<file path="config.mk">
export PLATFORM = sky130hd
export DESIGN_NAME = melody_sequencer
export DESIGN_NICKNAME = d
export VERILOG_FILES = /design/src/rtl/sound_pkg.sv /design/src/rtl/beat_timer.sv /design/src/rtl/melody_sequencer.sv
export SDC_FILE = /design/constraint.sdc
export NUM_CORES = 1
export LEC_CHECK = 0
export ABC_AREA = 0
export CORE_ASPECT_RATIO = 0.8
export CORE_MARGIN = 2
export CORE_UTILIZATION = 53
export CTS_BUF_LIST = sky130_fd_sc_hd__clkbuf_2 sky130_fd_sc_hd__clkbuf_4 sky130_fd_sc_hd__clkbuf_8
export CTS_CLUSTER_SIZE = 16
export DETAILED_ROUTE_END_ITERATION = 16
export GPL_TIMING_DRIVEN = 0
export PLACE_DENSITY = 0.84
export SKIP_LAST_GASP = 1
export SLEW_MARGIN = 20
export SYNTH_ARGS = -nofsm -noshare
export SYNTH_HDL_FRONTEND = slang
export SYNTH_SLANG_ARGS = --single-unit
</file>
<file path="constraint.sdc">
create_clock -name clk -period 5.95 [get_ports clk]
set_input_delay 1.19 -clock clk [delete_from_list [all_inputs] [get_ports clk]]
set_output_delay 1.19 -clock clk [all_outputs]
set_load 0.05 [all_outputs]
</file>
<file path="src/rtl/sound_pkg.sv">
// Shared definitions for the sound path: silence divider, volume limits and
// the sequencer state encoding.
package sound_pkg;

    // A divider of 1 tells the note generator to stay silent (rest).
    localparam logic [21:0] SILENCE_DIV = 22'd1;

    localparam logic [2:0] VOL_MIN       = 3'd0;
    localparam logic [2:0] VOL_MAX       = 3'd5;
    // Downstream subtracts 3 from the volume when attenuating the left channel.
    localparam logic [2:0] LOWER_MIN_VOL = 3'd3;

    typedef enum logic [1:0] {
        IDLE  = 2'd0,
        PLAY  = 2'd1,
        PAUSE = 2'd2
    } seq_state_t;

endpackage

</file>
<file path="src/rtl/beat_timer.sv">
// Beat counter for the melody sequencer.
//   clk, rst       : clock, asynchronous active-high reset
//   run            : advance the counter this cycle (counter holds otherwise)
//   clear          : force the counter back to 0 (wins over run)
//   note_on_window : counter is inside the audible part of the beat
//   beat_end       : counter sits on its terminal value (BEAT_DIV-1); the
//                    owner decides whether this cycle really ends the beat
module beat_timer #(
    parameter int BEAT_DIV   = 25_000_000,
    parameter int GAP_CYCLES = 2_500_000
) (
    input  logic clk,
    input  logic rst,
    input  logic run,
    input  logic clear,
    output logic note_on_window,
    output logic beat_end
);

    localparam int CNT_W = $clog2(BEAT_DIV);
    localparam logic [CNT_W-1:0] CNT_LAST = CNT_W'(BEAT_DIV - 1);
    localparam logic [CNT_W-1:0] NOTE_END = CNT_W'(BEAT_DIV - GAP_CYCLES);

    logic [CNT_W-1:0] cnt_reg;

    assign beat_end       = (cnt_reg == CNT_LAST);
    assign note_on_window = (cnt_reg < NOTE_END);

    always_ff @(posedge clk or posedge rst) begin
        if (rst) begin
            cnt_reg <= '0;
        end else if (clear) begin
            cnt_reg <= '0;
        end else if (run) begin
            cnt_reg <= beat_end ? '0 : cnt_reg + 1'b1;
        end
    end

endmodule

</file>
<file path="src/rtl/melody_sequencer.sv">
// Melody sequencer: steps an external combinational note ROM at a fixed beat
// rate, silences the tail of every beat, and drives the two-channel note
// generator plus volume / left-channel attenuation.
//   play/pause/stop        : one-cycle transport pulses (stop > pause > play)
//   vol_up/vol_down        : one-cycle volume pulses, saturating 0..5
//   loop_en                : restart the song after the last note
//   rom_addr -> rom_div_l/rom_div_r/rom_last : note ROM lookup
//   note_div_left/right    : registered dividers to the note generator
//   volume_L_ch            : registered volume level
//   ch_L_need_to_be_lowered: registered left attenuation request
//   playing                : registered, high while in PLAY
//   done                   : one-cycle pulse at song end when not looping
module melody_sequencer
    import sound_pkg::*;
#(
    parameter int BEAT_DIV    = 25_000_000,
    parameter int GAP_CYCLES  = 2_500_000,
    parameter int ADDR_W      = 6,
    parameter int VOL_DEFAULT = 3
) (
    input  logic              clk,
    input  logic              rst,
    input  logic              play,
    input  logic              pause,
    input  logic              stop,
    input  logic              vol_up,
    input  logic              vol_down,
    input  logic              loop_en,
    output logic [ADDR_W-1:0] rom_addr,
    input  logic [21:0]       rom_div_l,
    input  logic [21:0]       rom_div_r,
    input  logic              rom_last,
    output logic [21:0]       note_div_left,
    output logic [21:0]       note_div_right,
    output logic [2:0]        volume_L_ch,
    output logic              ch_L_need_to_be_lowered,
    output logic              playing,
    output logic              done
);

    seq_state_t        state_reg, state_next;
    logic [ADDR_W-1:0] addr_reg, addr_next;
    logic [2:0]        vol_reg, vol_next;
    logic              done_next;
    logic              run, clear;
    logic              note_on_window, beat_end;
    logic              note_on;

    beat_timer #(
        .BEAT_DIV   (BEAT_DIV),
        .GAP_CYCLES (GAP_CYCLES)
    ) u_beat_timer (
        .clk            (clk),
        .rst            (rst),
        .run            (run),
        .clear          (clear),
        .note_on_window (note_on_window),
        .beat_end       (beat_end)
    );

    assign note_on  = (state_reg == PLAY) && note_on_window;
    assign rom_addr = addr_reg;

    always_ff @(posedge clk or posedge rst) begin
        if (rst) begin
            state_reg <= IDLE;
            addr_reg  <= '0;
        end else begin
            state_reg <= state_next;
            addr_reg  <= addr_next;
        end
    end

    always_comb begin
        state_next = state_reg;
        addr_next  = addr_reg;
        run        = 1'b0;
        clear      = 1'b0;
        done_next  = 1'b0;
        if (stop) begin
            state_next = IDLE;
            addr_next  = '0;
            clear      = 1'b1;
        end else if (pause && (state_reg == PLAY)) begin
            // The pause cycle itself is still a played cycle, so the counter
            // moves on; on the terminal count it waits instead, so that the
            // address advance happens after resume and no beat is lost.
            state_next = PAUSE;
            run        = !beat_end;
        end else if (play && (state_reg == IDLE)) begin
            state_next = PLAY;
            addr_next  = '0;
            clear      = 1'b1;
        end else if (play && (state_reg == PAUSE)) begin
            state_next = PLAY;
        end else if (state_reg == PLAY) begin
            run = 1'b1;
            if (beat_end) begin
                if (rom_last) begin
                    addr_next = '0;
                    if (!loop_en) begin
                        state_next = IDLE;
                        done_next  = 1'b1;
                    end
                end else begin
                    addr_next = addr_reg + 1'b1;
                end
            end
        end
    end

    always_comb begin
        vol_next = vol_reg;
        if (vol_up && !vol_down && (vol_reg < VOL_MAX)) begin
            vol_next = vol_reg + 3'd1;
        end else if (vol_down && !vol_up && (vol_reg > VOL_MIN)) begin
            vol_next = vol_reg - 3'd1;
        end
    end

    always_ff @(posedge clk or posedge rst) begin
        if (rst) begin
            vol_reg                 <= 3'(VOL_DEFAULT);
            note_div_left           <= SILENCE_DIV;
            note_div_right          <= SILENCE_DIV;
            ch_L_need_to_be_lowered <= 1'b0;
            playing                 <= 1'b0;
            done                    <= 1'b0;
        end else begin
            vol_reg                 <= vol_next;
            note_div_left           <= note_on ? rom_div_l : SILENCE_DIV;
            note_div_right          <= note_on ? rom_div_r : SILENCE_DIV;
            // Only lower when the right channel sounds and volume-3 is safe.
            ch_L_need_to_be_lowered <= note_on && (rom_div_r != SILENCE_DIV)
                                       && (vol_reg >= LOWER_MIN_VOL);
            playing                 <= (state_next == PLAY);
            done                    <= done_next;
        end
    end

    assign volume_L_ch = vol_reg;

endmodule

</file>
==> results.py <==
metrics = {
    "pwr": {
        "switching_share_pct": 31.9,
        "total_power_w": 0.00143,
        "p_sw_w": 0.000455,
        "combPwrFrac_pct": 23.2,
        "ir_worst_vdd_uv": 182,
        "p_clk_share_pct": 33.0,
        "p_seq_share_pct": 43.8,
        "leakagePower_nw": 2.09,
        "internal-power_w": 0.000973,
        "pwr_density_cell_nw_per_um2": 272,
    },
    "critical_path": {
        "crit_type": "in -> reg",
        "cp_top_family": "simple AND/OR/NAND/NOR gates",
        "crit_fanout": 10,
        "cp.required_ns": 6.24,
        "end_kind": "register",
        "start_kind": "input port",
        "arrival_ns": 3.41,
        "path_cells": "clkdlybuf4s50_1 -> nor3b_2 -> or2_2 -> clkbuf_1 -> o21ai_0 -> or3_2 -> a21oi_1",
        "cp_slowest_stage_delay_ns": 0.50,
        "crit_buf_inv": 2,
        "crit_slowest_cell": "clkdlybuf4s50_1",
        "path_depth": 7,
        "worstRegToRegCells": 7,
    },
    "global_routing": {
        "grt_use_total_pct": 25.3,
        "grt_pass1_vias": 3290,
        "grt-ovfl-total": 0,
        "antenna_found_initial": 0,
        "grt_max_degree": 48,
        "grt_pass1_wl_um": 15600,
    },
    "floorplanning": {
        "die_w_um": 98.6,
        "die_y_um": 79.7,
        "start_util_pct": 55.0,
        "num_rows": 27,
        "core_area_um2": 6890,
        "die_area_um2": 7850,
        "io_pins": 109,
    },
    "min_path": {
        "hp-class": "reg -> reg",
        "min_path_cells": 2,
    },
    "drt": {
        "wl_per_cell_um": 16.7,
        "vias": 3317,
        "postRouteAntennaNets": 0,
        "first_pass_iters": 5,
        "drt-initial-drc-count": 177,
        "avgViaCountPerCell": 5.78,
        "wl_um": 9590,
        "drc": 0,
    },
    "sta": {
        "fin_crit_ns": 3.12,
        "fmax_ghz": 0.320,
        "timing.clock.skew_ns": 0.0152,
        "worst_pin_slew_ns": 0.915,
        "rsz0062_at_grt": "false",
        "setup_viol": 0,
        "finalHoldViolCount": 0,
        "drv_slew": 0,
        "fin_crit_sh_pct": 52.5,
        "relSlewSlack_pct": 38.5,
        "setup_tns_ns": 0,
    },
    "layout": {
        "fin_nets": 538,
        "layout_common_cells": "clkdlybuf4s50_1, dfrtp_1, nor3b_1",
        "final_common_cell": "clkdlybuf4s50_1",
        "area_growth_syn_to_layout_pct": 38.3,
        "drive_gt1_share_pct": 8.62,
        "antenna_cells": 0,
        "largest_reg_flops": 25,
    },
    "synthesis": {
        "synth_edf_count": 0,
        "syn_nets": 418,
        "ys_seq_elements": 83,
        "synthFlopType": "dfrtp_1",
        "synthTopCellsByArea": "dfrtp_1, nor3b_1, a21oi_1",
        "yosys.area.top_type": "dfrtp_1",
        "ys_types": 52,
        "yosysWarnings": 0,
        "netlist.area_leader.share_pct": 52.1,
        "syn-instance-count": 362,
        "async_flop_share_pct": 100,
        "avgSynthCellArea_um2": 10.5,
        "syn_area_um2": 3790,
        "ys_seq_area_share_pct": 54.9,
    },
    "clock_network": {
        "cts-buffers-inserted": 9,
        "clk_pin_slew_ns": 0.09,
        "cts-root-buf": "clkbuf_8",
        "clk_path_buf_depth": 2,
        "cts_setup_buffers": 0,
        "clock-sinks": 83,
        "cts_hold_buf": 0,
        "htree_levels": 3,
        "clk_latency_ns": 0.37,
        "cts_tree": "done",
        "cts_resized": 0,
    },
    "place": {
        "dpl.hpwl_um": 6930,
        "place_congestion": 0.840,
        "io_buffer_count": 108,
    },
    "outcome": {
        "status": "completed",
    },
    "run": {
        "maxCapViolations": 0,
    },
}
-- metrics by stage --
step                      instances  utilization, %  hold slack (ns)  setup WS, ns  instance area (um2)
after floorplan                 362               -            0.508          2.63                 3790
after global placement          557            72.3            0.511          1.38                 4980
after detailed placement        558            72.7            0.516          2.48                 5010
after CTS                       574            76.1            0.534          2.84                 5250
after global routing            574            76.1            0.582          2.67                 5250
final                           574            76.1            0.531          2.83                 5250
-- cells in the mapped netlist (2+ instances only) --
| cell | instances |
|---|---|
| a211oi_1 | 2 |
| a21oi_1 | 26 |
| a31oi_1 | 2 |
| and2_1 | 2 |
| buf_2 | 2 |
| clkbuf_1 | 14 |
| dfrtp_1 | 79 |
| dfstp_2 | 4 |
| ha_1 | 2 |
| inv_1 | 5 |
| mux2i_1 | 3 |
| nand2_1 | 20 |
| nand2b_1 | 9 |
| nand3_1 | 18 |
| nand3b_1 | 3 |
| nand4_1 | 6 |
| nand4b_1 | 3 |
| nor2_1 | 23 |
| nor2b_1 | 2 |
| nor3_1 | 9 |
| nor3b_1 | 43 |
| nor4_1 | 10 |
| o21a_1 | 2 |
| o21ai_0 | 20 |
| o31ai_1 | 6 |
| or2_2 | 3 |
| or3_1 | 6 |
| or3_2 | 4 |
| or4_1 | 7 |
| xnor2_1 | 3 |
| xor2_1 | 3 |
-- kinds of logic (layout without fill, tap and decap cells) --
| group | after synthesis | after routing | share of synthesized area [%] |
|---|---|---|---|
| AND/OR/NAND/NOR | 180 | 180 | 29.2 |
| XOR/XNOR | 6 | 6 | 1.39 |
| adder cells (fa/ha/maj) | 3 | 3 | 1.19 |
| multiplexers | 4 | 4 | 1.09 |
| flip-flops | 83 | 83 | 54.9 |
| AO/OA/AOI/OAI | 64 | 64 | 9.77 |
| buffers and inverters | 22 | 147 | 2.44 |
-- final cells by class --
type                    instances  area, um2
clock buffers                   9        124
plain buffers                  17       73.8
flip-flops and latches         83       2080
well taps                      87        109
multi-input cells             257       1620
clock inverters                 7        109
fillers                       495       1650
repair buffers                109       1110
inverters                       5       21.3
-- final timing paths --
| path | start | to | slack [ns] |
|---|---|---|---|
| worst max register to register | u_beat_timer.cnt_reg[10]$_DFFE_PP0P_ | u_beat_timer.cnt_reg[10]$_DFFE_PP0P_ | 3.34 |
| worst max-delay path | play | u_beat_timer.cnt_reg[13]$_DFFE_PP0P_ | 2.83 |
| worst min register to register | rom_addr[1]$_DFFE_PP0P_ | rom_addr[1]$_DFFE_PP0P_ | 0.53 |
| max in group asynchronous | rst | volume_L_ch[1]$_DFFE_PP1P_ | 4.09 |
| min in group asynchronous | rst | note_div_left[10]$_DFF_PP0_ | 1.22 |
| worst min-delay path | rom_addr[1]$_DFFE_PP0P_ | rom_addr[1]$_DFFE_PP0P_ | 0.53 |
-- power groups by stage --
stage	logic, W	registers (W)	clock network (W)
detailed placement	0.000332	0.000637	0
CTS	0.000334	0.000626	0.000476
floorplan	0.0000996	0.000739	0
finish	0.000332	0.000626	0.000471
global placement	0.000324	0.000636	0
global route	0.000352	0.000631	0.000503
-- metal layers --
layer  part of all wire, %  vias to the layer above  global-route usage, %
met5                     0                        -                      0
met1                    43                     1589                   32.0
li1                      -                     1571                      -
met4                   1.5                        0                   7.53
met3                    11                       17                   12.9
met2                    44                      140                   38.4
-- tightest hold or removal path, stage by stage, from the launching register on --
cell and delay [ns]:
dfrtp_1 0.39, nand2_1 0.06, nand2_1 0.05
(Power assumes the default switching activity.)
